`src/rtl/div_unit_pkg.sv`:
```
`default_nettype none
// ============================================================================
// Module      : div_unit_pkg
// Description : Shared definitions for the iterative MIPS DIV/DIVU divider:
//               ALU control codes, divider state encoding, iteration count.
// Revision    : 1.0 - initial release
// ============================================================================
package div_unit_pkg;

    // ALU control codes for the divide instructions, alongside the ALU codes
    localparam logic [3:0] DIV_CONTROL  = 4'b1000;
    localparam logic [3:0] DIVU_CONTROL = 4'b1001;

    // One restoring iteration per quotient bit
    localparam int DIV_CYCLES = 32;

    // Divider sequencing states
    typedef enum logic [1:0] {
        DIV_IDLE = 2'd0,
        DIV_BUSY = 2'd1,
        DIV_DONE = 2'd2
    } div_state_t;

endpackage : div_unit_pkg
`default_nettype wire

```
`src/rtl/div_unit_step.sv`:
```
`default_nettype none
// ============================================================================
// Module      : div_unit_step
// Description : One radix-2 restoring division iteration. Shifts {rem,quo}
//               left by one, trial-subtracts the divisor and keeps the
//               difference when it does not borrow.
// Revision    : 1.0 - initial release
// ============================================================================
module div_unit_step #(
    parameter int DATA_W = 32
) (
    input  logic [DATA_W-1:0] i_rem,
    input  logic [DATA_W-1:0] i_quo,
    input  logic [DATA_W-1:0] i_div,
    output logic [DATA_W-1:0] o_rem,
    output logic [DATA_W-1:0] o_quo
);

    // The partial remainder is always below the divisor, so the shifted value
    // fits in DATA_W+1 bits and a non-borrowing difference fits in DATA_W.
    logic [DATA_W:0] w_shifted;
    logic [DATA_W:0] w_diff;

    assign w_shifted = {i_rem, i_quo[DATA_W-1]};
    assign w_diff    = w_shifted - {1'b0, i_div};

    // Restore on borrow, otherwise accept the difference and set the quotient bit
    always_comb begin
        if (w_diff[DATA_W]) begin
            o_rem = w_shifted[DATA_W-1:0];
            o_quo = {i_quo[DATA_W-2:0], 1'b0};
        end else begin
            o_rem = w_diff[DATA_W-1:0];
            o_quo = {i_quo[DATA_W-2:0], 1'b1};
        end
    end

endmodule : div_unit_step
`default_nettype wire

```
`src/rtl/div_unit.sv`:
```
`default_nettype none
// ============================================================================
// Module      : div_unit
// Description : Iterative radix-2 restoring divider for MIPS DIV/DIVU.
//               Produces quotient (lo_out) and remainder (hi_out), stalls the
//               pipeline while iterating, supports annul and defines a
//               divide-by-zero result (lo=all ones, hi=dividend).
// Revision    : 1.0 - initial release
// ============================================================================
module div_unit
    import div_unit_pkg::*;
#(
    parameter int DATA_W = DIV_CYCLES
) (
    input  logic              clk,
    input  logic              resetn,
    input  logic              start,
    input  logic              is_signed,
    input  logic              annul,
    input  logic [DATA_W-1:0] a,
    input  logic [DATA_W-1:0] b,
    output logic [DATA_W-1:0] hi_out,
    output logic [DATA_W-1:0] lo_out,
    output logic              done,
    output logic              stall
);

    localparam int CNT_W = $clog2(DATA_W);
    localparam logic [CNT_W-1:0] C_LAST = CNT_W'(DATA_W - 1);

    div_state_t        r_state;
    div_state_t        w_state_nxt;
    logic [CNT_W-1:0]  r_count;
    logic [DATA_W-1:0] r_rem;
    logic [DATA_W-1:0] r_quo;
    logic [DATA_W-1:0] r_div;
    logic              r_qneg;
    logic              r_rneg;

    logic [DATA_W-1:0] w_a_mag;
    logic [DATA_W-1:0] w_b_mag;
    logic [DATA_W-1:0] w_rem_nxt;
    logic [DATA_W-1:0] w_quo_nxt;
    logic              w_accept;
    logic              w_b_zero;
    logic              w_last;

    // Magnitudes only for signed operation; DIVU uses the raw operands
    assign w_a_mag  = (is_signed && a[DATA_W-1]) ? (~a + 1'b1) : a;
    assign w_b_mag  = (is_signed && b[DATA_W-1]) ? (~b + 1'b1) : b;
    assign w_b_zero = (b == '0);
    assign w_accept = (r_state == DIV_IDLE) && start && !annul;
    assign w_last   = (r_count == C_LAST);

    div_unit_step #(
        .DATA_W (DATA_W)
    ) u_step (
        .i_rem (r_rem),
        .i_quo (r_quo),
        .i_div (r_div),
        .o_rem (w_rem_nxt),
        .o_quo (w_quo_nxt)
    );

    // State register
    always_ff @(posedge clk or negedge resetn) begin
        if (!resetn) begin
            r_state <= DIV_IDLE;
        end else begin
            r_state <= w_state_nxt;
        end
    end

    // Next-state, done pulse and stall request; annul and reset override all
    always_comb begin
        w_state_nxt = r_state;
        done        = 1'b0;
        stall       = 1'b0;
        case (r_state)
            DIV_IDLE: begin
                stall = start;
                if (start) begin
                    w_state_nxt = w_b_zero ? DIV_DONE : DIV_BUSY;
                end
            end
            DIV_BUSY: begin
                stall = 1'b1;
                if (w_last) begin
                    w_state_nxt = DIV_DONE;
                end
            end
            DIV_DONE: begin
                done        = 1'b1;
                w_state_nxt = DIV_IDLE;
            end
            default: begin
                w_state_nxt = DIV_IDLE;
            end
        endcase
        if (annul) begin
            w_state_nxt = DIV_IDLE;
            done        = 1'b0;
            stall       = 1'b0;
        end
        if (!resetn) begin
            stall = 1'b0;
        end
    end

    // Operand capture, iteration and result write-back with sign correction
    always_ff @(posedge clk or negedge resetn) begin
        if (!resetn) begin
            r_count <= '0;
            r_rem   <= '0;
            r_quo   <= '0;
            r_div   <= '0;
            r_qneg  <= 1'b0;
            r_rneg  <= 1'b0;
            hi_out  <= '0;
            lo_out  <= '0;
        end else begin
            if (w_accept) begin
                r_count <= '0;
                r_rem   <= '0;
                r_quo   <= w_a_mag;
                r_div   <= w_b_mag;
                r_qneg  <= is_signed & (a[DATA_W-1] ^ b[DATA_W-1]);
                r_rneg  <= is_signed & a[DATA_W-1];
                if (w_b_zero) begin
                    lo_out <= '1;
                    hi_out <= a;
                end
            end else if ((r_state == DIV_BUSY) && !annul) begin
                r_count <= r_count + 1'b1;
                r_rem   <= w_rem_nxt;
                r_quo   <= w_quo_nxt;
                if (w_last) begin
                    lo_out <= r_qneg ? (~w_quo_nxt + 1'b1) : w_quo_nxt;
                    hi_out <= r_rneg ? (~w_rem_nxt + 1'b1) : w_rem_nxt;
                end
            end
        end
    end

endmodule : div_unit
`default_nettype wire

```
`config.mk`:
```
export PLATFORM = sky130hd
export DESIGN_NAME = div_unit
export DESIGN_NICKNAME = d
export VERILOG_FILES = /design/src/rtl/div_unit_pkg.sv /design/src/rtl/div_unit_step.sv /design/src/rtl/div_unit.sv
export SDC_FILE = /design/constraint.sdc
export NUM_CORES = 1
export LEC_CHECK = 0
export BUFFER_PORTS_ARGS = -buffer_cell sky130_fd_sc_hd__buf_2
export CAP_MARGIN = 20
export CORE_MARGIN = 2
export CORE_UTILIZATION = 60
export CTS_BUF_LIST = sky130_fd_sc_hd__clkbuf_2
export CTS_CLUSTER_SIZE = 28
export DETAILED_ROUTE_END_ITERATION = 10
export PLACE_DENSITY = 0.82
export SLEW_MARGIN = 20
export SYNTH_ARGS = -nofsm -noshare
export SYNTH_HDL_FRONTEND = slang
export SYNTH_SLANG_ARGS = --single-unit
```
`constraint.sdc`:
```
create_clock -name clk -period 5.8 [get_ports clk]
set_input_delay 0.29 -clock clk [delete_from_list [all_inputs] [get_ports clk]]
set_output_delay 0.29 -clock clk [all_outputs]
set_load 0.02 [all_outputs]
```
==> metrics.md <==
| Metric | Value |
|---|---|
| Setup TNS | `0 ns` |
| Top-area cell type share of the netlist area | `0.354` |
| HPWL Detailed | `roughly 26000 um` |
| Max_cap viols | `0` |
| DRC | `0` |
| Htree depth | `4` |
| Synth top area cells | `dfrtp_1, o21ai_0, a21oi_1` |
| Post-CTS setup buffer count | `0` |
| Post-route cell area | `14000 sq um` |
| Pre-CTS WS | `0.977 ns` |
| Core region area | `19500 sq um` |
| PostCTS Resize Cnt | `0` |
| Pins Over Slew Limit | `0` |
| Number of port buffers | `134` |
| Seq pwr share | `0.259` |
| Synthesis Warnings | `0` |
| Status | `finished, final reports clean` |
| WP data required | `6.51 ns` |
| Int Power | `between 3 and 4 mW` |
| Die footprint | `21100 sq um` |
| Final worst path period need | `roughly 5.0 ns` |
| Initial Util | `0.612` |
| Final Hold Viols | `0` |
| Multi-input logic area | `7220 sq um` |
| DIE WIDTH | `145 um` |
| RSZ-0062 raised after global routing | `no` |
| Startpoint type of the worst setup path | `register` |
| WS Path Type | `reg2reg` |
| Routed WL per cell | `approximately 19 um` |
| Pwr Density | `465 nW/um^2` |
| Area leader, netlist | `dfrtp_1` |
| CP max FO | `8` |
| CTS tree | `yes` |
| Top-count cell post-synth | `dfrtp_1` |
| Final worst slack | `approximately 0.80 ns` |
| Post-synth EDFFs | `0` |
| Predominant post-synthesis flop cell | `dfrtp_1` |
| Layout cells sized above 1 | `0.128` |
| Gate power share | `0.635` |
| Area growth syn-to-layout | `17.0%` |
| Post-Syn Instances | `~1500` |
| Worst Hold Class | `in2reg` |
| Initial antenna violation count | `1` |
| Storage element area | `about 4200 sq um` |
| Vias in the first global route | `~12000` |
| GRT Resource Usage Total | `0.340` |
| Fin cells | `1920` |
| Relative slew slack | `0.335` |
| Sw Share | `0.520` |
| Max VDD drop | `0.000276 V` |
| Reg clk slew, reported paths | `0.30 ns` |
| Clock Power Share | `0.107` |
| Largest net degree at the start of global routing | `132` |
| DR iter-0 viols | `roughly 1200` |
| Leakage power | `6.29 nW` |
| Cell count after placement | `between 1500 and 2000` |
| Fillers | `between 1500 and 2000` |
| Synth Register Bits | `169` |
| Psw | `~3.4 mW` |
| Boundary Pins | `135` |
| Mapped Area | `12000 sq um` |
| Max Freq | `about 0.2 GHz` |
| Routed wire length | `between 30000 and 40000 um` |
| Part of the cycle the worst path needs | `0.862` |
| Drt pass-1 iters | `6` |
| Post-synthesis net count | `1565` |
| Routed Antenna Nets | `0` |
| GRT overflow | `0` |
| Synth unique cells | `77` |
| Syn Area/Cell | `8.20 sq um` |
| Clock Tree Root | `clkbuf_2` |
| Clk Latency, worst-skew pair | `0.80 ns` |
| Longest Clk Path Bufs | `2` |
| Via count | `12000` |
| Via density | `6.26` |
| CTS Buf Count | `17` |
| Worst Setup End Kind | `register` |
| RePlAce Congestion | `0.992` |
| FFs w/ async S/R, synth | `1.00` |
| Top cells by count, synth | `dfrtp_1, o21ai_0, nand2_1` |
| Measured slew at the worst slew-check pin | `around 1 ns` |
| Die Ht | `~150 um` |
| Post-synthesis sequential area ratio | `0.354` |
| Clock Skew | `slightly above 0.04 ns` |
| Final setup fails | `0` |
| Rows | `51` |
| Clock Sinks | `169` |
| First-pass GRT wire length | `58500 um` |
| Worst EP arrival | `5.70 ns` |
| Final net count | `1749` |
| Area post-placement | `12800 sq um` |
-- state kept, by name, summed over array words and instances, names as in the netlist --
register  cells
r_count       5
r_state       2
r_rem        32
hi_out       32
r_div        32
r_quo        32
lo_out       32
r_qneg        1
r_rneg        1
-- placed cells by master, fill, tap and decap left out, types with 17 or more instances in the layout --
cell / n
inv_1: 57
nor2_1: 121
nor4_1: 22
nor3_1: 36
nand3_1: 21
a31oi_1: 18
o21ai_0: 168
o31ai_1: 26
clkbuf_2: 17
xor2_1: 71
dlygate4sd3_1: 91
dfrtp_1: 169
ha_1: 38
a21oi_1: 129
xnor2_1: 66
or3_1: 23
a22oi_1: 31
nand2_1: 167
buf_2: 133
mux2i_1: 27
o211ai_1: 17
-- kinds of logic (layout without fill, tap and decap cells) --
kind of cell	after synthesis	in the layout	share of synthesized area
AOI/OAI and AO/OA	492	492	0.259
xor gates and xnor gates	137	137	0.100
adders and majority gates	39	39	0.0415
buffers and inverters	133	330	0.0442
DFF	169	169	0.354
muxes	28	28	0.0236
other	0	1	0
and+or+nand+nor	459	459	0.178
-- final timing paths --
path                                             from                endpoint  slack (ns)  cells past startpoint
worst min register to register  r_div[10]$_DFFE_PN0P_   r_div[10]$_DFFE_PN0P_        0.52                      2
worst max register to register  r_quo[31]$_DFFE_PN0P_  hi_out[30]$_DFFE_PN0P_        0.80                     22
worst min-delay path                            start   hi_out[5]$_DFFE_PN0P_        0.24                      5
max in group asynchronous                      resetn      r_qneg$_DFFE_PN0P_        4.49                      4
worst max-delay path            r_quo[31]$_DFFE_PN0P_  hi_out[30]$_DFFE_PN0P_        0.80                     22
min in group asynchronous                      resetn  hi_out[11]$_DFFE_PN0P_        0.57                      4
-- worst max-delay path: stages, from the launching register on --
cell	delay [ns]
dfrtp_1	0.48
inv_1	0.07
ha_1	0.15
inv_1	0.05
fa_1	0.44
a211oi_2	0.29
nor3_1	0.15
o211ai_1	0.28
nand2_1	0.24
a211oi_2	0.25
buf_4	0.22
nor2_8	0.05
inv_4	0.10
mux2i_1	0.30
ha_1	0.24
inv_1	0.09
nor4_1	0.36
o21ai_0	0.22
o21ai_2	0.20
nand2_1	0.11
o41ai_2	0.40
xnor2_1	0.16
a21oi_1	0.08
-- routing by layer --
metal	share of wire	global-route usage	wire length, um	up-vias
met1	0.41	0.456	14900	5703
met2	0.46	0.541	16700	603
met5	0	0	0	-
li1	-	-	-	5612
met4	0.037	0.144	1320	0
met3	0.086	0.0664	3100	106
-- final cells by class --
| cell class | count | share of cell area |
|---|---|---|
| clock buffer | 17 | 0.00608 |
| antenna | 1 | 0.000179 |
| multi-input combinational | 1155 | 0.516 |
| tap | 265 | 0.0237 |
| timing repair buffer | 239 | 0.123 |
| sequential | 169 | 0.302 |
| inverter | 59 | 0.0160 |
| clock inverter | 15 | 0.0131 |
-- per-stage QoR --
| step | hold WS, ns | power, mW | util |
|---|---|---|---|
| after floorplan | -0.00559 | 4.66 | - |
| after global placement | 0.233 | 5.57 | 0.655 |
| after detailed placement | 0.236 | 5.64 | 0.655 |
| final | 0.239 | 6.50 | 0.716 |
| after global routing | 0.197 | 6.98 | 0.716 |
| after CTS | 0.00157 | 6.40 | 0.716 |
-- power groups by stage --
stage	clock network (mW)	registers (mW)	logic (mW)
floorplan	0	1.58	3.07
global placement	0	1.68	3.89
detailed placement	0	1.69	3.95
CTS	0.703	1.67	4.03
global route	0.748	1.71	4.53
finish	0.693	1.68	4.13
-- repair_timing --
item,4_1_cts,5_1_grt
setup endpoints to repair,0,0
endpoints found under the hold margin,269,13
hold buffers,91,1
Power figures use the tool's default switching activity.
